**src/rtl/dff_bist_driver_if.sv**
```systemverilog
// DUT-side bundle: the driver owns rst/d, the flip-flop under test returns q/qbar.
`timescale 1ns/1ps
interface dff_bist_driver_if #(
  parameter int unsigned WIDTH = 1
);
  logic             dut_rst;
  logic [WIDTH-1:0] dut_d;
  logic [WIDTH-1:0] dut_q;
  logic [WIDTH-1:0] dut_qbar;

  modport master (
    output dut_rst,
    output dut_d,
    input  dut_q,
    input  dut_qbar
  );

  modport slave (
    input  dut_rst,
    input  dut_d,
    output dut_q,
    output dut_qbar
  );
endinterface

```
**src/rtl/dff_bist_driver.sv**
```systemverilog
// Stimulus generator and self-checker for a D flip-flop with synchronous reset.
// Drives an LFSR pattern with a reset phase and one mid-run reset, compares q
// against a one-cycle-delayed model and checks q/qbar complementarity.
`timescale 1ns/1ps
module dff_bist_driver #(
  parameter int unsigned WIDTH       = 1,
  parameter int unsigned NUM_VECTORS = 64,
  parameter int unsigned RST_CYCLES  = 2,
  parameter logic [15:0] LFSR_SEED   = 16'hACE1,
  parameter int unsigned CNT_W       = 16
) (
  input  logic               clk,
  input  logic               rst,
  input  logic               start_i,
  dff_bist_driver_if.master  dut_io,
  output logic               busy_o,
  output logic               done_o,
  output logic               pass_o,
  output logic [CNT_W-1:0]   err_count_o,
  output logic [CNT_W-1:0]   first_err_idx_o,
  output logic [1:0]         err_type_o
);

  localparam logic [15:0] SeedEff   = (LFSR_SEED == 16'h0000) ? 16'h0001 : LFSR_SEED;
  localparam int unsigned NumChecks = RST_CYCLES + NUM_VECTORS;
  localparam logic [15:0] RstLast   = 16'(RST_CYCLES - 1);
  localparam logic [15:0] RunLast   = 16'(NUM_VECTORS - 1);
  localparam logic [15:0] MidRun    = 16'(NUM_VECTORS / 2);
  localparam logic [15:0] ChkLast   = 16'(NumChecks - 1);

  typedef enum logic [2:0] {StIdle, StRstph, StRun, StDrain, StDone} state_e;

  // x^16 + x^14 + x^13 + x^11 + 1, shifting left.
  function automatic logic [15:0] lfsr_next(input logic [15:0] s);
    return {s[14:0], s[15] ^ s[13] ^ s[12] ^ s[10]};
  endfunction

  state_e             state_q, state_d;
  logic [15:0]        cnt_q, cnt_d;
  // Runs one step ahead of dut_d: holds the state for the next drive cycle.
  logic [15:0]        lfsr_q, lfsr_d;
  logic               dut_rst_q, dut_rst_d;
  logic [WIDTH-1:0]   dut_d_q, dut_d_d;
  logic [WIDTH-1:0]   exp_q, exp_d;
  logic               drv_q, drv_d;
  logic [15:0]        chk_idx_q, chk_idx_d;
  logic               busy_q, busy_d;
  logic               done_q, done_d;
  logic               pass_q, pass_d;
  logic [CNT_W-1:0]   err_count_q, err_count_d;
  logic [CNT_W-1:0]   first_err_idx_q, first_err_idx_d;
  logic [1:0]         err_type_q, err_type_d;
  logic               q_fail, qbar_fail;

  // Next-state: checker pipeline first, then the drive sequencer.
  always_comb begin
    state_d         = state_q;
    cnt_d           = cnt_q;
    lfsr_d          = lfsr_q;
    dut_rst_d       = dut_rst_q;
    dut_d_d         = dut_d_q;
    busy_d          = busy_q;
    done_d          = done_q;
    pass_d          = pass_q;
    err_count_d     = err_count_q;
    first_err_idx_d = first_err_idx_q;
    err_type_d      = err_type_q;
    chk_idx_d       = chk_idx_q;
    q_fail          = 1'b0;
    qbar_fail       = 1'b0;
    // exp_q mirrors what an ideal DFF captures from the values presented this cycle.
    exp_d           = dut_rst_q ? '0 : dut_d_q;
    drv_d           = (state_q == StRstph) || (state_q == StRun);

    // drv_q set means the q seen now answers a drive cycle; never true in IDLE/DONE.
    if (drv_q) begin
      q_fail    = (dut_io.dut_q != exp_q);
      qbar_fail = |(~(dut_io.dut_q ^ dut_io.dut_qbar));
      if (q_fail || qbar_fail) begin
        if (err_count_q != '1) begin
          err_count_d = err_count_q + CNT_W'(1);
        end
        if (err_count_q == '0) begin
          first_err_idx_d = CNT_W'(chk_idx_q);
          err_type_d      = {qbar_fail, q_fail};
        end
      end
      chk_idx_d = chk_idx_q + 16'd1;
      if (chk_idx_q == ChkLast) begin
        done_d = 1'b1;
        busy_d = 1'b0;
        pass_d = (err_count_d == '0);
      end
    end

    unique case (state_q)
      StIdle, StDone: begin
        if (start_i) begin
          state_d         = StRstph;
          cnt_d           = '0;
          lfsr_d          = lfsr_next(SeedEff);
          dut_rst_d       = 1'b1;
          dut_d_d         = SeedEff[WIDTH-1:0];
          busy_d          = 1'b1;
          done_d          = 1'b0;
          pass_d          = 1'b0;
          err_count_d     = '0;
          first_err_idx_d = '0;
          err_type_d      = '0;
          chk_idx_d       = '0;
        end
      end
      StRstph: begin
        lfsr_d  = lfsr_next(lfsr_q);
        dut_d_d = lfsr_q[WIDTH-1:0];
        if (cnt_q == RstLast) begin
          state_d   = StRun;
          cnt_d     = '0;
          dut_rst_d = 1'b0;
        end else begin
          cnt_d     = cnt_q + 16'd1;
          dut_rst_d = 1'b1;
        end
      end
      StRun: begin
        if (cnt_q == RunLast) begin
          state_d   = StDrain;
          cnt_d     = '0;
          dut_rst_d = 1'b0;
        end else begin
          cnt_d     = cnt_q + 16'd1;
          lfsr_d    = lfsr_next(lfsr_q);
          dut_d_d   = lfsr_q[WIDTH-1:0];
          // Single mid-run reset pulse exercises reset after real data.
          dut_rst_d = ((cnt_q + 16'd1) == MidRun);
        end
      end
      StDrain: begin
        if (cnt_q == 16'd1) begin
          state_d = StDone;
          cnt_d   = '0;
        end else begin
          cnt_d = cnt_q + 16'd1;
        end
      end
      default: state_d = StIdle;
    endcase
  end

  // State and output registers with synchronous reset.
  always_ff @(posedge clk) begin
    if (rst) begin
      state_q         <= StIdle;
      cnt_q           <= '0;
      lfsr_q          <= SeedEff;
      dut_rst_q       <= 1'b1;
      dut_d_q         <= '0;
      exp_q           <= '0;
      drv_q           <= 1'b0;
      chk_idx_q       <= '0;
      busy_q          <= 1'b0;
      done_q          <= 1'b0;
      pass_q          <= 1'b0;
      err_count_q     <= '0;
      first_err_idx_q <= '0;
      err_type_q      <= '0;
    end else begin
      state_q         <= state_d;
      cnt_q           <= cnt_d;
      lfsr_q          <= lfsr_d;
      dut_rst_q       <= dut_rst_d;
      dut_d_q         <= dut_d_d;
      exp_q           <= exp_d;
      drv_q           <= drv_d;
      chk_idx_q       <= chk_idx_d;
      busy_q          <= busy_d;
      done_q          <= done_d;
      pass_q          <= pass_d;
      err_count_q     <= err_count_d;
      first_err_idx_q <= first_err_idx_d;
      err_type_q      <= err_type_d;
    end
  end

  assign dut_io.dut_rst  = dut_rst_q;
  assign dut_io.dut_d    = dut_d_q;
  assign busy_o          = busy_q;
  assign done_o          = done_q;
  assign pass_o          = pass_q;
  assign err_count_o     = err_count_q;
  assign first_err_idx_o = first_err_idx_q;
  assign err_type_o      = err_type_q;

endmodule
```
**src/flat_wrapper.sv**
```systemverilog
// flat-port wrapper written by rule: the top's interface ports become plain ports
module dff_bist_driver_flat 
#(
  parameter int unsigned WIDTH       = 1,
  parameter int unsigned NUM_VECTORS = 64,
  parameter int unsigned RST_CYCLES  = 2,
  parameter logic [15:0] LFSR_SEED   = 16'hACE1,
  parameter int unsigned CNT_W       = 16
)
  (clk, rst, start_i, busy_o, done_o, pass_o, err_count_o, first_err_idx_o, err_type_o, dut_io_dut_rst, dut_io_dut_d, dut_io_dut_q, dut_io_dut_qbar);
  dff_bist_driver_if #(.WIDTH(WIDTH)) dut_io_i ();
  input  logic clk;
  input  logic rst;
  input  logic start_i;
  output logic busy_o;
  output logic done_o;
  output logic pass_o;
  output logic [CNT_W-1:0] err_count_o;
  output logic [CNT_W-1:0] first_err_idx_o;
  output logic [1:0] err_type_o;
  output wire logic [$bits(dut_io_i.dut_rst)-1:0] dut_io_dut_rst;
  output wire logic [$bits(dut_io_i.dut_d)-1:0] dut_io_dut_d;
  input wire logic [$bits(dut_io_i.dut_q)-1:0] dut_io_dut_q;
  input wire logic [$bits(dut_io_i.dut_qbar)-1:0] dut_io_dut_qbar;
  assign dut_io_dut_rst = dut_io_i.dut_rst;
  assign dut_io_dut_d = dut_io_i.dut_d;
  assign dut_io_i.dut_q = dut_io_dut_q;
  assign dut_io_i.dut_qbar = dut_io_dut_qbar;
  dff_bist_driver #(.WIDTH(WIDTH), .NUM_VECTORS(NUM_VECTORS), .RST_CYCLES(RST_CYCLES), .LFSR_SEED(LFSR_SEED), .CNT_W(CNT_W)) u_core (.clk(clk), .rst(rst), .start_i(start_i), .dut_io(dut_io_i), .busy_o(busy_o), .done_o(done_o), .pass_o(pass_o), .err_count_o(err_count_o), .first_err_idx_o(first_err_idx_o), .err_type_o(err_type_o));
endmodule
```
**config.mk**
```make
export PLATFORM = sky130hd
export DESIGN_NAME = dff_bist_driver_flat
export DESIGN_NICKNAME = d
export VERILOG_FILES = /design/src/rtl/dff_bist_driver_if.sv /design/src/rtl/dff_bist_driver.sv /design/src/flat_wrapper.sv
export SDC_FILE = /design/constraint.sdc
export NUM_CORES = 1
export LEC_CHECK = 0
export BUFFER_PORTS_ARGS = -buffer_cell sky130_fd_sc_hd__buf_2
export CAP_MARGIN = 20
export CORE_ASPECT_RATIO = 1.4
export CORE_MARGIN = 1
export CORE_UTILIZATION = 45
export DETAILED_ROUTE_END_ITERATION = 6
export GPL_TIMING_DRIVEN = 1
export MAX_ROUTING_LAYER = met4
export PLACE_DENSITY = 0.66
export SLEW_MARGIN = 40
export SYNTH_ARGS = -nofsm -noshare
export SYNTH_HDL_FRONTEND = slang
export SYNTH_SLANG_ARGS = --single-unit
export TNS_END_PERCENT = 5
```
**constraint.sdc**
```tcl
create_clock -name clk -period 2.35 [get_ports clk]
set_input_delay 0.47 -clock clk [delete_from_list [all_inputs] [get_ports clk]]
set_output_delay 0.47 -clock clk [all_outputs]
set_load 0.01 [all_outputs]
```
Word-level counts from Yosys, hierarchy flattened
Index checks and enable logic that the tools add are counted.

$add $sub $neg: 3. Eq/ne operators: 15. Multiplexer cells: 49. Bitwise operators: 5. Reductions and logical operators: 14.

Operators by type and width (number): 16-bit 2-to-1 mux (19); 16-bit one-hot mux with 3 select lines (2); 16-bit by 1-bit adder with 16-bit output, second input constant (3); 16-bit by 6-bit == test with 1-bit output, second input constant (2); 16-bit logical NOT (2); 16-bit by 1-bit == test with 1-bit output, second input constant (1); 16-bit by 7-bit == test with 1-bit output, second input constant (1); 1-bit 2-to-1 mux (16); 16-bit inequality test, second input constant (1); 3-bit 2-to-1 mux (4); 3-bit one-hot mux with 4 select lines (1); 2-bit 2-to-1 mux (5); 2-bit inequality test, second input constant (4); 3-bit by 2-bit == test with 1-bit output, second input constant (2); 1-bit one-hot mux with 3 select lines (2); 3-bit nonzero test (2); 2-bit OR reduction (3); 2-bit AND reduction (2); 4-bit AND reduction (1); 1-bit bitwise XOR (4); 3-bit by 1-bit == test with 1-bit output, second input constant (1); 3-bit == test, second input constant (1); 3-bit logical NOT (1); 3-bit AND reduction (1); 4 further kinds (5).

Register bits after elaboration: 92. Input bits: 5. Output and inout bits: 39.

Depth between registers and ports, before layout
Word-level depth: 10. Mapped depth: 10. Depth with buffers taken out: 8.

Worst setup path before layout
Ideal clock, no wire load.

Path type: reg-to-reg. From: reg u_core.err_count_q[0] (netlist: u_core.err_count_o[0]). To: reg u_core.pass_q (netlist: u_core.pass_o). Setup time: 69 ps. Arrival: 2324 ps. Path slack: -43 ps. Stages on the path, launching flop included: 8. Path buffers: 0. Period minus slack after synthesis: 2393 ps. Path through: dfxtp_1 -> ha_1 -> nand3_1 -> nor4_4 -> or3b_1 -> o2bb2ai_1 -> or4b_1 -> o21ai_1.

Cells in the longest elaborated chain, start to end: 9.

Ends and longest elaborated chain: from (decl) (line dff_bist_driver.sv:50) `logic [CNT_W-1:0] err_count_q, err_count_d;`; from (signal assigned) (line dff_bist_driver.sv:179) `err_count_q <= err_count_d;`; 16-bit by 1-bit adder with 16-bit output / 16-bit inequality test (equally long branches) (line dff_bist_driver.sv:81, dff_bist_driver.sv:80); 16-bit 2-to-1 mux (line dff_bist_driver.sv:80) `if (err_count_q != '1) begin`; 16-bit 2-to-1 mux * (line dff_bist_driver.sv:79) `if (q_fail || qbar_fail) begin`; 16-bit 2-to-1 mux * (line dff_bist_driver.sv:76) `if (drv_q) begin`; 16-bit logical NOT * (line dff_bist_driver.sv:92) `pass_d = (err_count_d == '0);`; 1-bit 2-to-1 mux * (line dff_bist_driver.sv:89) `if (chk_idx_q == ChkLast) begin`; 1-bit 2-to-1 mux * (line dff_bist_driver.sv:76); 1-bit 2-to-1 mux (line dff_bist_driver.sv:98) `if (start_i) begin`; 1-bit 2-to-1 mux * (line dff_bist_driver.sv:96) `unique case (state_q)`; to (signal assigned) (line dff_bist_driver.sv:178) `pass_q <= pass_d;`; to (decl) (line dff_bist_driver.sv:49) `logic pass_q, pass_d;`.

Every way passes the cells marked *; elsewhere a longest branch is shown, timed or not. The select of a mux whose other input is x is not followed. A chain may end at the register's enable or synchronous reset.

Final worst setup path
From: reg u_core.err_count_q[1] (netlist: u_core.err_count_o[1]). To: reg u_core.pass_q (netlist: u_core.pass_o).

The elaborated chain is that of the path after synthesis.

==> impl_metrics.toml <==
[synthesis]
yosysTopAreaCellShare_pct = 39.10
syn_area_per_cell_um2 = 8.291
synth_compound_area_share_pct = 15.12
synth-xor-area-share_pct = 6.767
synth_seq_area_share_pct = 39.10
yosysTopAreaCell = "dfxtp_1"
ys_warn_count = 0
ys_ff_latch = 91
synth_mux_area_share_pct = 4.995
synth_top_family_by_area = "simple AND/OR/NAND/NOR gates"
synth-async-reset-ratio_pct = 0
ys.flop_type = "dfxtp_1"
yosysUniqueCellTypes = 60
synth.net_count = 573
synth_cells = 562
ys_top_cells_by_area = "dfxtp_1 (39%), nor2_1 (6.3%), mux2i_1 (4.5%)"
synth_edf_count = 0
synth_simple_gate_area_share_pct = 28.30
syn_area_um2 = 4659
synth_adder_area_share_pct = 1.611

[clock_tree]
clk_pin_slew_worst_paths_ps = 70
cts_tree = "yes"
clock_sink_count = 91
clockBufferDepth = 2
clock_latency_ps = 340
cts_buffers = 9
cts_root_buf = "clkbuf_16"
htreeDepth = 3
postCtsHoldBufs = 0

[setup_path]
worst_ep_required_time_ps = 2620
path_buf_inv = 0
crit_family = "simple AND/OR/NAND/NOR gates"
worst-r2r-setup-slack_ps = 90
crit_path_max_incr_delay_ps = 510
worstSetupStartpoint = "u_core.err_count_o[1]"
path_depth = 7
end_kind = "flip-flop"
rr_endpoint = "u_core.pass_o"
startpoint_type = "flip-flop"
worstSetupPathType = "reg -> reg"
rr_worst_depth = 7
cp_cell_sequence = "ha_2, nand3_1, nor4_4, or3b_1, o2bb2ai_1, or4b_1, o21ai_1"
path_max_fanout = 5
critPathSlowestCell = "or4b_1"
crit_path_end = "u_core.pass_o"
timing.rr.start = "u_core.err_count_o[1]"
worst_ep_arrival_time_ps = 2530

[grt]
grt.met1_usage_pct = 27.43
antenna_found_initial = 0
grt_util_all_layers_pct = 22.15
grt_pass1_vias = 3806
use_met2_pct = 35.27
use_met3_pct = 3.699
grt_busiest_layer = "met2"
grt_max_degree = 52
grt_pass1_wl_um = 18240
overflow = 0

[timing]
slew_headroom_pct = 59.47
setup_viol = 0
hold_ws_ps = 458.5
hold_viol = 0
rsz0062_at_grt = "no"
fin_tns_setup_ps = 0
drv_slew = 0
tightestPinTransition_ps = 607.9
fin_skew_ps = 10.54
finalCriticalPeriod_ps = 2257
fmax_ghz = 0.4431
fin_crit_sh_pct = 96.03

[min_path]
hold_class = "reg -> reg"

[floorplanning]
fp.dieW_um = 88
io_pins = 44
die_area_um2 = 10770
start_util_pct = 46.56
rows = 43
core-area_um2 = 10010
fp.dieH_um = 122.4

[route]
num_vias = 4335
viasPerCell = 5.757
postRouteWirelength_um = 11240
first_pass_iters = 5
ant_nets = 0
first_iter_violations = 258
drc = 0
wire_per_inst_um = 14.93

[power]
p_leak_nw = 2.033
power_density_nw_per_um2 = 616.8
ir_drop_v = 0.0004053

[final_layout]
fin_nets = 624
stdcell_count = 753
design_area_um2 = 5472
utilization_pct = 54.68
areaGrowthSynthToFinish_pct = 17.43
drive_above_1_share_pct = 17.15
multi_input_area_um2 = 2684
final_cell_mix = "dfxtp_1 (90), nor2_1 (78), nand2_1 (53)"
regArea_um2 = 1823
nFillCells = 964
n_antenna_cell = 0
mostFrequentLayoutCell = "dfxtp_1"

[run_status]
status = "finished, final reports clean"

[placement]
hpwlAfterDp_um = 7741
place_congestion = 0.9117
dpl.cell_count = 736
dpl_cell_area_um2 = 5152
portBuffers = 43

[job]
maxCapViolations = 0
==> cells in the mapped netlist (6+ instances only) <==
library cell / number
nand3_1: 21
inv_1: 11
ha_1: 6
nand2b_1: 12
xor2_1: 18
nand4_1: 15
nor2_1: 78
a31oi_1: 10
xnor2_1: 18
o21ai_0: 6
a311oi_1: 10
a21oi_1: 24
nor4_1: 11
nor3_1: 20
and3_1: 17
clkbuf_1: 28
mux2i_1: 21
o32ai_1: 7
buf_2: 6
nand2_1: 53
dfxtp_1: 91
==> registers in the layout (all words and copies together) (netlist names) <==
signal / flops
u_core.chk_idx_q: 16
u_core.cnt_q: 16
u_core.busy_o: 1
u_core.lfsr_q: 16
u_core.done_o: 1
u_core.drv_q: 1
u_core.state_q: 3
u_core.err_type_o: 2
u_core.err_count_o: 16
u_core.first_err_idx_o: 16
u_core.exp_q: 1
u_core.dut_io.dut_rst: 1
u_core.pass_o: 1
==> worst reg2reg max path: cells and delay by family, from the launching register on <==
family / cells / cell delay (ps)
DFF: 1 / 340
adders and majority gates: 1 / 220
and+or+nand+nor: 4 / 1370
AOI/OAI and AO/OA: 2 / 260
==> metrics by stage <==
step	worst slack [ps]	power [mW]
floorplan	17.66	1.918
global placement	37.26	2.024
detailed placement	-21.26	2.035
CTS	35.83	3.398
global route	2.395	3.513
finish	93.36	3.375
==> logic make-up (layout without fill, tap and decap cells) <==
group | after synthesis | after routing
simple gates | 260 | 260
fa+ha+maj | 6 | 6
mux | 23 | 23
compound gates | 99 | 99
flops | 91 | 91
xor+xnor | 36 | 36
buf+inv | 47 | 103
==> metal layers <==
metal,wire (um),vias to the layer above
met5,0,-
met4,262,0
met3,478,26
met2,5574,118
met1,4924,2050
li1,-,2141
==> final cells by class <==
class / instances / share of cell area [%]
sequential: 91 / 33.32
clock buffer: 10 / 4.185
inverter: 11 / 0.7546
tap: 135 / 3.087
timing repair buffer: 76 / 8.690
clock inverter: 6 / 0.9147
multi-input combinational: 424 / 49.05
==> power breakdown <==
part / internal [mW] / switching (mW)
registers: 1.59 / 0.0426
logic: 0.147 / 0.226
clock network: 0.731 / 0.642
total: 2.46 / 0.910
==> worst min-delay path by stage <==
stage / depth (start not counted) / endpoint / slack (ps) / start
after CTS: 2 / u_core.done_o / 460 / u_core.done_o
after global placement: 2 / u_core.done_o / 450 / u_core.done_o
final: 2 / u_core.done_o / 460 / u_core.done_o
after floorplan: 2 / u_core.lfsr_q[7] / 450 / u_core.lfsr_q[6]
after global routing: 2 / u_core.done_o / 500 / u_core.done_o
after detailed placement: 2 / u_core.done_o / 450 / u_core.done_o
==> timing repair <==
| item | in CTS | in global routing |
|---|---|---|
| setup endpoints to repair | 0 | 1 |
| setup buffers | 0 | 1 |
| hold endpoints to repair | 0 | 0 |
| gates resized for setup | 0 | 6 |
(Power assumes the default switching activity.)
